## config.mk

```make
export PLATFORM = sky130hd
export DESIGN_NAME = dsp_result_collector_flat
export DESIGN_NICKNAME = d
export VERILOG_FILES = /design/src/rtl/dsp_result_collector_if.sv /design/src/rtl/dsp_result_collector.sv /design/src/flat_wrapper.sv
export SDC_FILE = /design/constraint.sdc
export NUM_CORES = 1
export LEC_CHECK = 0
export ABC_CLOCK_PERIOD_IN_PS = 2300
export CORE_UTILIZATION = 39
export CTS_CLUSTER_SIZE = 20
export DETAILED_ROUTE_END_ITERATION = 12
export SLEW_MARGIN = 5
export SYNTH_ARGS = -nofsm -noshare
export SYNTH_HDL_FRONTEND = slang
export SYNTH_SLANG_ARGS = --single-unit
```

## constraint.sdc

```tcl
create_clock -name CLK -period 2.3 [get_ports CLK]
set_clock_uncertainty 0.15 [all_clocks]
set_input_delay 0.46 -clock CLK [delete_from_list [all_inputs] [get_ports CLK]]
set_output_delay 0.46 -clock CLK [all_outputs]
set_load 0.05 [all_outputs]
```

## src/rtl/dsp_result_collector_if.sv

```systemverilog
// Handshake bundle between the DSP48A1 issue/result side and the collector.
// slave = collector side, master = upstream/downstream driver side.
interface dsp_result_collector_if #(
  parameter int WIDTH = 48,
  parameter int DEPTH = 4
);
  localparam int CW = $clog2(DEPTH + 1);

  logic             ISSUE_VALID;
  logic             ISSUE_READY;
  logic [WIDTH-1:0] P_IN;
  logic [WIDTH-1:0] OUT_DATA;
  logic             OUT_VALID;
  logic             OUT_READY;
  logic [CW-1:0]    IN_FLIGHT;
  logic             OVERFLOW;

  modport slave (
    input  ISSUE_VALID, P_IN, OUT_READY,
    output ISSUE_READY, OUT_DATA, OUT_VALID, IN_FLIGHT, OVERFLOW
  );

  modport master (
    output ISSUE_VALID, P_IN, OUT_READY,
    input  ISSUE_READY, OUT_DATA, OUT_VALID, IN_FLIGHT, OVERFLOW
  );
endinterface

```

## src/rtl/dsp_result_collector.sv

```systemverilog
// Tracks operations issued into a fixed-latency DSP slice, captures P LATENCY cycles later
// into a show-ahead FIFO, and gates issue on credits so no result can be dropped.
module dsp_result_collector #(
  parameter int WIDTH   = 48,
  parameter int LATENCY = 4,
  parameter int DEPTH   = 4
) (
  input  logic                  CLK,
  input  logic                  RSTIN,
  dsp_result_collector_if.slave bus
);
  localparam int CW = $clog2(DEPTH + 1);
  localparam int AW = $clog2(DEPTH);

  logic [CW-1:0]    in_flight_q, in_flight_d;
  logic [CW-1:0]    count_q, count_d;
  logic [AW-1:0]    wr_ptr_q, wr_ptr_d;
  logic [AW-1:0]    rd_ptr_q, rd_ptr_d;
  logic [WIDTH-1:0] mem_q [DEPTH];
  logic [WIDTH-1:0] mem_d [DEPTH];
  logic             overflow_q, overflow_d;

  logic [CW:0] credit_used;
  logic        issue_ready, fire, capture, pop, full, push_ok;

  // Credit is derived from registered state only, so a pop frees a slot next cycle.
  assign credit_used = {1'b0, in_flight_q} + {1'b0, count_q};
  assign issue_ready = credit_used < (CW+1)'(DEPTH);
  assign fire        = bus.ISSUE_VALID & issue_ready;

  generate
    if (LATENCY > 0) begin : g_pipe
      logic [LATENCY-1:0] vld_q, vld_d;
      always_comb vld_d = (vld_q << 1) | LATENCY'(fire);
      always_ff @(posedge CLK) begin
        if (RSTIN) vld_q <= '0;
        else       vld_q <= vld_d;
      end
      assign capture = vld_q[LATENCY-1];
    end else begin : g_nopipe
      assign capture = fire;
    end
  endgenerate

  assign full    = count_q == CW'(DEPTH);
  assign pop     = (count_q != '0) & bus.OUT_READY;
  assign push_ok = capture & (~full | pop);

  always_comb begin
    in_flight_d = in_flight_q + CW'(fire) - CW'(capture);
    mem_d       = mem_q;
    wr_ptr_d    = wr_ptr_q;
    rd_ptr_d    = rd_ptr_q;
    count_d     = count_q + CW'(push_ok) - CW'(pop);
    overflow_d  = overflow_q | (capture & full & ~pop);
    if (push_ok) begin
      mem_d[wr_ptr_q] = bus.P_IN;
      wr_ptr_d        = wr_ptr_q + 1'b1;
    end
    if (pop) rd_ptr_d = rd_ptr_q + 1'b1;
  end

  always_ff @(posedge CLK) begin
    if (RSTIN) begin
      in_flight_q <= '0;
      count_q     <= '0;
      wr_ptr_q    <= '0;
      rd_ptr_q    <= '0;
      mem_q       <= '{default: '0};
      overflow_q  <= 1'b0;
    end else begin
      in_flight_q <= in_flight_d;
      count_q     <= count_d;
      wr_ptr_q    <= wr_ptr_d;
      rd_ptr_q    <= rd_ptr_d;
      mem_q       <= mem_d;
      overflow_q  <= overflow_d;
    end
  end

  assign bus.ISSUE_READY = issue_ready;
  assign bus.OUT_DATA    = mem_q[rd_ptr_q];
  assign bus.OUT_VALID   = count_q != '0;
  assign bus.IN_FLIGHT   = in_flight_q;
  assign bus.OVERFLOW    = overflow_q;
endmodule

```

## src/flat_wrapper.sv

```systemverilog
// flat-port wrapper written by rule: the top's interface ports become plain ports
module dsp_result_collector_flat 
#(
  parameter int WIDTH   = 48,
  parameter int LATENCY = 4,
  parameter int DEPTH   = 4
)
  (CLK, RSTIN, bus_ISSUE_VALID, bus_P_IN, bus_OUT_READY, bus_ISSUE_READY, bus_OUT_DATA, bus_OUT_VALID, bus_IN_FLIGHT, bus_OVERFLOW);
  dsp_result_collector_if #(.WIDTH(WIDTH), .DEPTH(DEPTH)) bus_i ();
  input  logic CLK;
  input  logic RSTIN;
  input wire logic [$bits(bus_i.ISSUE_VALID)-1:0] bus_ISSUE_VALID;
  input wire logic [$bits(bus_i.P_IN)-1:0] bus_P_IN;
  input wire logic [$bits(bus_i.OUT_READY)-1:0] bus_OUT_READY;
  output wire logic [$bits(bus_i.ISSUE_READY)-1:0] bus_ISSUE_READY;
  output wire logic [$bits(bus_i.OUT_DATA)-1:0] bus_OUT_DATA;
  output wire logic [$bits(bus_i.OUT_VALID)-1:0] bus_OUT_VALID;
  output wire logic [$bits(bus_i.IN_FLIGHT)-1:0] bus_IN_FLIGHT;
  output wire logic [$bits(bus_i.OVERFLOW)-1:0] bus_OVERFLOW;
  assign bus_i.ISSUE_VALID = bus_ISSUE_VALID;
  assign bus_i.P_IN = bus_P_IN;
  assign bus_i.OUT_READY = bus_OUT_READY;
  assign bus_ISSUE_READY = bus_i.ISSUE_READY;
  assign bus_OUT_DATA = bus_i.OUT_DATA;
  assign bus_OUT_VALID = bus_i.OUT_VALID;
  assign bus_IN_FLIGHT = bus_i.IN_FLIGHT;
  assign bus_OVERFLOW = bus_i.OVERFLOW;
  dsp_result_collector #(.WIDTH(WIDTH), .LATENCY(LATENCY), .DEPTH(DEPTH)) u_core (.CLK(CLK), .RSTIN(RSTIN), .bus(bus_i));
endmodule
```

Word-level counts from Yosys, hierarchy flattened:

Cells that the tools add are included.

* bits in registers: 207
* latch bits: 0
* bits in writable memories: 0
* ROM bits: 0
* memories: 0

* add/subtract/negate cells: 7
* multipliers: 0
* divide/modulo/power cells: 0
* order comparisons: 4
* eq/ne operators: 1
* shift-type cells: 0
* mux-type cells: 6
* bitwise gates (word level): 12
* reduce and logical (&&, ||, !) cells: 2

Operator list (number)
* 192-bit bitwise mux: 1
* 48-bit 2-to-1 mux: 3
* 48-bit binary-select mux with 2-bit select: 1
* 48-bit demux with 2-bit select: 1
* 3-bit by 1-bit adder with 3-bit output: 2
* 3-bit greater-or-equal comparator, second input constant: 2
* 2-bit NOT with 3-bit output: 2
* 3-bit by 1-bit subtractor with 3-bit output: 2
* 1-bit AND: 5
* 2-bit by 1-bit adder with 2-bit output, second input constant: 2
* 3-bit by 3-bit adder with 4-bit output: 1
* 4-bit by 3-bit less-than comparator with 1-bit output, second input constant: 1
* 4-bit by 1-bit OR with 4-bit output: 1
* 3-bit equality test, second input constant: 1
* 3-bit by 1-bit less-than comparator with 1-bit output, second input constant: 1
* 3-bit nonzero test: 1
* 1-bit NOT: 2
* 1-bit OR: 2
* 1-bit logical AND: 1

Depth between registers and ports, before layout:

Gate-level depths: netlist of the first run.

* depth in word-level cells: 6
* mapped depth: 8

Least setup slack after synthesis of the first run:

Ideal clock, no wire load.

* kind: reg-to-reg
* start point: reg u_core.in_flight_q[2] (netlist: u_core.bus.IN_FLIGHT[2])
* end point: reg u_core.in_flight_q[1] (netlist: u_core.bus.IN_FLIGHT[1])
* setup time: 0.128 ns
* data arrival time: 1.951 ns
* data required time: 2.022 ns
* slack: 0.071 ns
* stages on the path, launching flop included: 7
* buffers on the path: 0
* clock period less this slack: 2.229 ns
* cell sequence: dfxtp_1 ha_1 nor3_1 and3_1 ha_1 fa_1 nor2b_1

* longest elaborated chain between the ends: 5

Ends and longest elaborated chain
* from (decl): RTL line dsp_result_collector.sv:15 `logic [CW-1:0] in_flight_q, in_flight_d;`
* from (signal assigned): RTL line dsp_result_collector.sv:72 `in_flight_q <= in_flight_d;`
* 3-bit by 3-bit adder with 4-bit output: RTL line dsp_result_collector.sv:27 `assign credit_used = {1'b0, in_flight_q} + {1'b0, count_q};`
* 4-bit by 3-bit less-than comparator with 1-bit output: RTL line dsp_result_collector.sv:28 `assign issue_ready = credit_used < (CW+1)'(DEPTH);`
* 1-bit AND: RTL line dsp_result_collector.sv:29 `assign fire = bus.ISSUE_VALID & issue_ready;`
* via u_core.fire: RTL line dsp_result_collector.sv:24 `logic issue_ready, fire, capture, pop, full, push_ok;`
* 3-bit by 1-bit adder with 3-bit output: RTL line dsp_result_collector.sv:50 `in_flight_d = in_flight_q + CW'(fire) - CW'(capture);`
* 3-bit by 1-bit subtractor with 3-bit output: RTL line dsp_result_collector.sv:50
* via u_core.in_flight_d[1]: RTL line dsp_result_collector.sv:15

The timed path passes the listed nets, and every way through them passes these cells.
A chain may end at the register's enable or synchronous reset.

Worst setup path in the final report of the first run:

* start point: reg u_core.rd_ptr_q[0]
* end point: out bus_OUT_DATA[31]

* longest elaborated chain between the ends: 4

Ends and longest elaborated chain
* from (decl): RTL line dsp_result_collector.sv:18 `logic [AW-1:0] rd_ptr_q, rd_ptr_d;`
* from (signal assigned): RTL line dsp_result_collector.sv:75 `rd_ptr_q <= rd_ptr_d;`
* 2-bit NOT with 3-bit output (implied by the code): RTL line dsp_result_collector.sv:82 `assign bus.OUT_DATA = mem_q[rd_ptr_q];`
* 48-bit binary-select mux with 2-bit select: RTL line dsp_result_collector.sv:82
* 48-bit 2-to-1 mux (implied by the code) (2 in series): RTL line dsp_result_collector.sv:82
* to (decl): RTL line flat_wrapper.sv:16 `output wire logic [$bits(bus_i.OUT_DATA)-1:0] bus_OUT_DATA;`

No other way between the ends. The select of a mux whose other input is x is not followed.

==> run summary, run 1 <==
### Synthesis
- **top cell types by occurrence after synthesis** sky130_fd_sc_hd__nand2b_1 (240), sky130_fd_sc_hd__dfxtp_1 (207), sky130_fd_sc_hd__mux2i_1 (192), sky130_fd_sc_hd__mux4_2 (48), sky130_fd_sc_hd__clkbuf_1 (29)
- **Post-Synthesis Cells** 811
- **EDFF count, synth** 0
- **Primary FF master, synth** sky130_fd_sc_hd__dfxtp_1
- **library cell with the largest summed area after synthesis** sky130_fd_sc_hd__dfxtp_1
- **sequential area share after synthesis** 43.4%
- **flops & latches, synth** 207
- **Mapped Nets** 875
- **most used standard cell by instance count after synthesis** sky130_fd_sc_hd__nand2b_1
- **ranking of synthesized cells by area** sky130_fd_sc_hd__dfxtp_1 (43%), sky130_fd_sc_hd__mux2i_1 (20%), sky130_fd_sc_hd__nand2b_1 (16%)
- **synthesized area per cell** 11.8 sq um
- **netlist area before placement** 9560 sq um
- **synth warn** 0
- **Cell variety after synth** 30
- **share of synthesized registers carrying an async set or reset** 0%
- **fraction of post-synthesis cell area in the top cell type by area** 43.4%

### Pwr
- **worst voltage drop across the vdd grid** 0.859 mV
- **proportion of total power due to net switching** 26.1%
- **design internal power** 6.89 mW
- **net load switching power** 2.43 mW
- **Static Leak** 5.19 nW
- **areal power density over the cells** 785 nW/um^2
- **sequential share of power** 40.6%
- **clock network fraction of total power** 40.9%
- **Comb power frac** 18.4%

### Worst hold path
- **worst min path class** flop to flop

### Clock tree
- **number of levels the H-tree was split into** 1
- **number of sinks handled by clock tree synthesis** 207
- **later-pin clock latency in the skew report** 0.50 ns
- **clock tree from TritonCTS** done
- **clock buffer count from CTS** 24
- **number of hold-repair buffers added at the cts stage** 0
- **cell at the root of the clock tree** sky130_fd_sc_hd__clkbuf_16
- **clock transition at the register clock pins on the worst setup and hold paths after CTS** 0.06 ns
- **Max clock buf depth** 3

### Floorplan
- **core area** 23800 sq um
- **cell row count** 56
- **Die X-Extent** 159 um
- **ports placed on the boundary** 106
- **effective utilization at floorplan** 40.2%
- **die height** 159 um
- **Total Die Area** 25100 sq um

### Global routing
- **pin count of the biggest net entering global routing** 79
- **antenna violations before repair** 0
- **global-route wire length before repair** 32.9 mm
- **number of global-route vias before repair** 6278
- **global route overflow** 0
- **all-layer global routing usage** 16.5%

### Place
- **hpwl dp** 12.5 mm
- **dpl cell area** 10900 sq um
- **final weighted congestion of routability-driven global placement** 0.706
- **# port buffers** 105

### Route
- **wire per inst** 16.0 um
- **total DRC errors in the routed layout** 0
- **post-detailed-routing wire length** 19.9 mm
- **number of nets still failing antenna checks after routing** 0
- **DRC violation total after the first TritonRoute iteration** 271
- **ratio of routed vias to standard cells** 4.79
- **routed via count** 5955
- **Pre-Repair DR Iteration Count** 4

### Status
- **run status** complete, but fails checks
- **failing checks** negative setup slack

### Critical path
- **required time of the worst setup path** 1.69 ns
- **launching element type of the critical path** flop
- **Worst Setup Path Type** flop to output port
- **CP max FO** 12
- **Setup crit end kind** output port
- **worst endpoint data arrival time** 1.88 ns

### Job
- **Max Cap Viol** 0

### STA
- **slack of the critical path** -0.188 ns
- **period utilization** 108%
- **Pins Over Slew Limit** 0
- **min Tclk post-route** 2.49 ns
- **number of hold-slack violations in the final timing report** 0
- **actual transition at the worst max-transition pin** 0.511 ns
- **Max Freq** 402 MHz
- **worst rel slew slack** 65.8%
- **total setup violations reported at the end of the flow** 48
- **total negative slack** -6.57 ns
- **setup repair after global routing missed its margin** true

### Finish
- **Antenna Cells** 0
- **layout cell share with drive strength beyond 1** 19.0%
- **area overhead of the layout relative to synthesis** 24.2%
- **NumNets Final** 974
- **Non-Filler Cell Area, Final** 11900 sq um

==> stage by stage <==
step	setup WS [ns]	util, %	hold slack, ns	instances	power (mW)
after floorplan	0.0713	-	0.264	811	4.96
after global placement	-0.301	46.0	0.269	1202	5.58
after detailed placement	-0.319	46.0	0.281	1202	5.57
after CTS	-0.219	49.9	0.300	1244	9.46
after global routing	-0.245	50.0	0.314	1244	9.74
final	-0.188	50.0	0.292	1244	9.32
==> power groups by stage <==
stage,registers (mW),logic [mW],clock network (mW)
after CTS,3.78,1.74,3.93
after global placement,3.87,1.71,0
final,3.78,1.72,3.81
after global routing,3.80,1.86,4.08
after detailed placement,3.87,1.70,0
after floorplan,3.88,1.08,0
==> flip-flops by register name, indices dropped and copies added (netlist names) <==
signal                flops
u_core.g_pipe.vld_q       4
u_core.count_q            3
u_core.bus.OVERFLOW       1
u_core.wr_ptr_q           2
u_core.bus.IN_FLIGHT      3
u_core.rd_ptr_q           2
u_core.mem_q            192
==> area by class of cell <==
class,count,area [sq um]
Multi-Input combinational cell,534,4980
Fill cell,2107,11900
Tap cell,319,399
Timing Repair Buffer,134,1510
Sequential cell,207,4150
Clock buffer,35,713
Inverter,9,33.8
Clock inverter,6,80.1
==> metal layers <==
metal / vias up / wire, um / part of all wire [%] / track usage [%]
met2: 104 / 9070 / 46 / 26.6
met4: 0 / 255 / 1.3 / 3.66
met3: 20 / 809 / 4.1 / 2.86
met1: 2863 / 9740 / 49 / 23.1
met5: - / 0 / 0 / 0
li1: 2968 / - / - / -
==> layout by cell type, fill, tap and decap left out, types with 2 or more instances in the layout <==
cell type                         synthesis  routed
sky130_fd_sc_hd__nor2b_1                  7       7
sky130_fd_sc_hd__a21o_1                   2       2
sky130_fd_sc_hd__nand3_1                  3       3
sky130_fd_sc_hd__buf_6                   11      35
sky130_fd_sc_hd__ha_1                    10      10
sky130_fd_sc_hd__buf_12                   4      19
sky130_fd_sc_hd__mux4_2                  48      48
sky130_fd_sc_hd__xor2_1                   2       2
sky130_fd_sc_hd__dfxtp_1                207     203
sky130_fd_sc_hd__nand3_4                  0       2
sky130_fd_sc_hd__fa_1                     2       2
sky130_fd_sc_hd__dfxtp_2                  0       2
sky130_fd_sc_hd__mux2i_1                192     192
sky130_fd_sc_hd__a21oi_1                  3       3
sky130_fd_sc_hd__nand2b_1               240     240
sky130_fd_sc_hd__clkbuf_1                29       5
sky130_fd_sc_hd__nand3_2                  4       2
sky130_fd_sc_hd__bufinv_16                0       2
sky130_fd_sc_hd__clkdlybuf4s50_1          0      51
sky130_fd_sc_hd__dlygate4sd2_1            0       3
sky130_fd_sc_hd__and3_1                   3       2
sky130_fd_sc_hd__nor2_1                   6       6
sky130_fd_sc_hd__clkinv_2                 0       4
sky130_fd_sc_hd__inv_1                    9       9
sky130_fd_sc_hd__buf_4                    4      26
sky130_fd_sc_hd__dfxtp_4                  0       2
sky130_fd_sc_hd__clkbuf_8                 0       5
sky130_fd_sc_hd__clkbuf_16                0      25
sky130_fd_sc_hd__xnor2_1                  4       4
==> critical path: stages, from the launching register on <==
cell                      delay, ns
sky130_fd_sc_hd__dfxtp_4       0.43
sky130_fd_sc_hd__buf_12        0.18
sky130_fd_sc_hd__mux4_2        0.57
sky130_fd_sc_hd__buf_6         0.18
==> path summary, 6_finish.rpt <==
kind,slack (ns),from,cells past startpoint,endpoint
setup / recovery,-0.19,u_core.rd_ptr_q[0]$_SDFFE_PP0N_,3,bus_OUT_DATA[31]
hold / removal,0.29,u_core.g_pipe.vld_q[0]$_SDFF_PP0_,1,u_core.g_pipe.vld_q[1]$_SDFF_PP0_
hold reg to reg,0.29,u_core.g_pipe.vld_q[0]$_SDFF_PP0_,1,u_core.g_pipe.vld_q[1]$_SDFF_PP0_
setup reg to reg,0.26,u_core.count_q[1]$_SDFF_PP0_,6,u_core.count_q[1]$_SDFF_PP0_
==> timing repair <==
action                     in CTS  in global routing
resized for setup              41                  2
pin swaps                       1                  0
setup endpoints to repair      52                 49
setup buffers                   1                  0
==> logic make-up (layout without fill, tap and decap cells) <==
| group | after synthesis | count (layout) | synth area share [%] |
|---|---|---|---|
| AOI/OAI and AO/OA | 7 | 7 | 0.498 |
| xor gates and xnor gates | 6 | 6 | 0.550 |
| adders and majority gates | 12 | 12 | 1.73 |
| buffers and inverters | 70 | 184 | 4.77 |
| DFF | 207 | 207 | 43.4 |
| muxes | 240 | 240 | 31.4 |
| and+or+nand+nor | 269 | 269 | 17.7 |
Power figures use the tool's default switching activity.
==> run 2: changes to the inputs <==
--- a/config.mk
+++ b/config.mk
@@ -6,9 +6,12 @@
 export NUM_CORES = 1
 export LEC_CHECK = 0
 export ABC_CLOCK_PERIOD_IN_PS = 2300
+export CELL_PAD_IN_SITES_DETAIL_PLACEMENT = 1
+export CELL_PAD_IN_SITES_GLOBAL_PLACEMENT = 1
 export CORE_UTILIZATION = 39
 export CTS_CLUSTER_SIZE = 20
 export DETAILED_ROUTE_END_ITERATION = 12
+export PLACE_DENSITY_LB_ADDON = 0.1
 export SLEW_MARGIN = 5
 export SYNTH_ARGS = -nofsm -noshare
 export SYNTH_HDL_FRONTEND = slang
==> run summary, run 2 (same netlist as run 1, synthesis figures left out) <==
### Critical path
- **Setup crit end kind** output port
- **Worst Setup Path Type** flop to output port
- **required time of the worst setup path** 1.69 ns, about the same
- **CP max FO** 18, +6
- **worst endpoint data arrival time** 1.88 ns, about the same
- **launching element type of the critical path** flop

### Pwr
- **worst voltage drop across the vdd grid** 0.757 mV, -12%
- **areal power density over the cells** 787 nW/um^2, +0.20%
- **Static Leak** 5.24 nW, +1.0%
- **Pwr Total** 9.42 mW, +1.2%

### Clock tree
- **cell at the root of the clock tree** sky130_fd_sc_hd__clkbuf_16
- **clock transition at the register clock pins on the worst setup and hold paths after CTS** 0.05 ns, about the same
- **number of hold-repair buffers added at the cts stage** 0, unchanged
- **later-pin clock latency in the skew report** 0.51 ns, about the same
- **clock tree from TritonCTS** done
- **number of sinks handled by clock tree synthesis** 207, unchanged
- **Max clock buf depth** 3, unchanged
- **clock buffer count from CTS** 25, +4.2%
- **number of levels the H-tree was split into** 1, unchanged

### Status
- **run status** complete, but fails checks
- **failing checks** negative setup slack

### Finish
- **non-filler cells in the finished layout** 1251, +0.56%
- **NumNets Final** 979, +0.51%
- **commonest non-fill, non-tap cell in the layout** sky130_fd_sc_hd__nand2b_1
- **Top Registers** u_core.mem_q (192), u_core.g_pipe.vld_q (4)
- **layout cell share with drive strength beyond 1** 19.5%, +0.50 points
- **register name with the most flops** u_core.mem_q
- **multi-input gate area in the final layout** 4990 sq um, +0.15%
- **commonest cells after routing, fill and taps aside** sky130_fd_sc_hd__nand2b_1 (240), sky130_fd_sc_hd__dfxtp_1 (202), sky130_fd_sc_hd__mux2i_1 (192)
- **fill cell count** 2448, +16%
- **max reg flops** 192, unchanged
- **final core utilization** 50.4%, +0.47 points
- **Antenna Cells** 0, unchanged
- **sequential standard cell area** 4150 sq um, about the same
- **Non-Filler Cell Area, Final** 12000 sq um, +0.95%
- **area overhead of the layout relative to synthesis** 25.4%

### Route
- **DRC violation total after the first TritonRoute iteration** 181, -33%
- **wire per inst** 18.3 um, +15%
- **ratio of routed vias to standard cells** 5.01, +4.6%
- **total DRC errors in the routed layout** 0, unchanged
- **Pre-Repair DR Iteration Count** 5, +1
- **number of nets still failing antenna checks after routing** 0, unchanged
- **routed via count** 6264, +5.2%
- **post-detailed-routing wire length** 22.9 mm, +15%

### Place
- **hpwl dp** 15.0 mm, +20%
- **number of placed instances, taps included** 1206, +0.33%
- **dpl cell area** 10900 sq um, +0.14%
- **# port buffers** 105, unchanged
- **final weighted congestion of routability-driven global placement** 0.764, +8.2%
- **Setup Slack @ Placement** -0.324 ns, -0.00505 ns

### Floorplan
- **Total Die Area** 25100 sq um, unchanged
- **ports placed on the boundary** 106, unchanged
- **die height** 159 um, unchanged
- **effective utilization at floorplan** 40.2%, unchanged
- **core area** 23800 sq um, unchanged
- **Die X-Extent** 159 um, unchanged
- **cell row count** 56, unchanged

### STA
- **min Tclk post-route** 2.49 ns, +0.00501 ns
- **worst rel slew slack** 66.1%, +0.29 points
- **number of hold-slack violations in the final timing report** 0, unchanged
- **actual transition at the worst max-transition pin** 0.509 ns, -0.00282 ns
- **slack of the critical path** -0.193 ns, -0.00501 ns
- **total setup violations reported at the end of the flow** 48, unchanged
- **Pins Over Slew Limit** 0, unchanged
- **period utilization** 108%, +0.22 points
- **Max Freq** 401 MHz, -0.20%
- **setup repair after global routing missed its margin** true

### Worst hold path
- **worst min path class** flop to flop

### Global routing
- **antenna violations before repair** 0, unchanged
- **pin count of the biggest net entering global routing** 94, +19%
- **number of global-route vias before repair** 7063, +13%
- **all-layer global routing usage** 18.9%, +2.4 points
- **global-route wire length before repair** 37.2 mm, +13%
- **global route overflow** 0, unchanged

### Job
- **Max Cap Viol** 0, unchanged

[run 2: cell types whose count changed in the layout (fill, tap and decap cells not counted), moves of 2 or more]
cell | previous run | this run
sky130_fd_sc_hd__clkbuf_1 | 5 | 7
sky130_fd_sc_hd__clkbuf_8 | 5 | 7
sky130_fd_sc_hd__buf_4 | 26 | 17
sky130_fd_sc_hd__dfxtp_2 | 2 | 4
sky130_fd_sc_hd__clkinv_2 | 4 | 2
sky130_fd_sc_hd__buf_6 | 35 | 48
[run 2: path summary, 6_finish.rpt]
check | slack (ns) | from | end | cells past startpoint
worst max-delay path | -0.19 | u_core.rd_ptr_q[0]$_SDFFE_PP0N_ | bus_OUT_DATA[40] | 3
worst min-delay path | 0.30 | u_core.g_pipe.vld_q[1]$_SDFF_PP0_ | u_core.g_pipe.vld_q[2]$_SDFF_PP0_ | 1
worst max register to register | 0.18 | u_core.count_q[1]$_SDFF_PP0_ | u_core.count_q[2]$_SDFF_PP0_ | 8
worst min register to register | 0.30 | u_core.g_pipe.vld_q[1]$_SDFF_PP0_ | u_core.g_pipe.vld_q[2]$_SDFF_PP0_ | 1
[run 2: power breakdown]
group	internal (mW)	leakage [nW]	total (mW)	switching, mW
registers	3.68	1.67	3.77	0.0915
logic	0.833	3.16	1.74	0.912
clock network	2.44	0.407	3.91	1.47
total	6.95	5.24	9.42	2.47
[run 2: routing by layer]
metal  vias up  part of all wire [%]  wire (um)  global-route usage (%)
met5         -                     0          0                       0
met4         0                   1.4        326                    4.35
met3        23                   4.0        906                    3.21
met2        95                    50      11500                    33.5
met1      3154                    44      10100                    23.9
li1       2992                     -          -                       -
[run 2: area by class of cell]
type	instances	area share, %
Multi-Input combinational cell	534	41.6
Sequential cell	207	34.7
Timing Repair Buffer	138	13.2
Clock buffer	39	6.25
Tap cell	319	3.33
Clock inverter	5	0.658
Inverter	9	0.282
[run 2: what timing repair did]
| item | CTS | global route |
|---|---|---|
| buffers inserted | 0 | 1 |
| pin swaps | 1 | 0 |
| gates cloned | 0 | 0 |
| setup endpoints to repair | 53 | 50 |
| gates resized for setup | 48 | 15 |
[run 2: stage by stage]
stage                     hold slack (ns)  TNS (ns)
final                               0.300     -6.83
after CTS                           0.306     -9.52
after global placement              0.271    -25.27
after global routing                0.315    -10.12
after floorplan                     0.264         0
after detailed placement            0.285    -30.99
[run 2: critical path: stages, from the launching register on]
cell	delay, ns
sky130_fd_sc_hd__dfxtp_4	0.39
sky130_fd_sc_hd__buf_12	0.21
sky130_fd_sc_hd__mux4_2	0.58
sky130_fd_sc_hd__buf_6	0.18
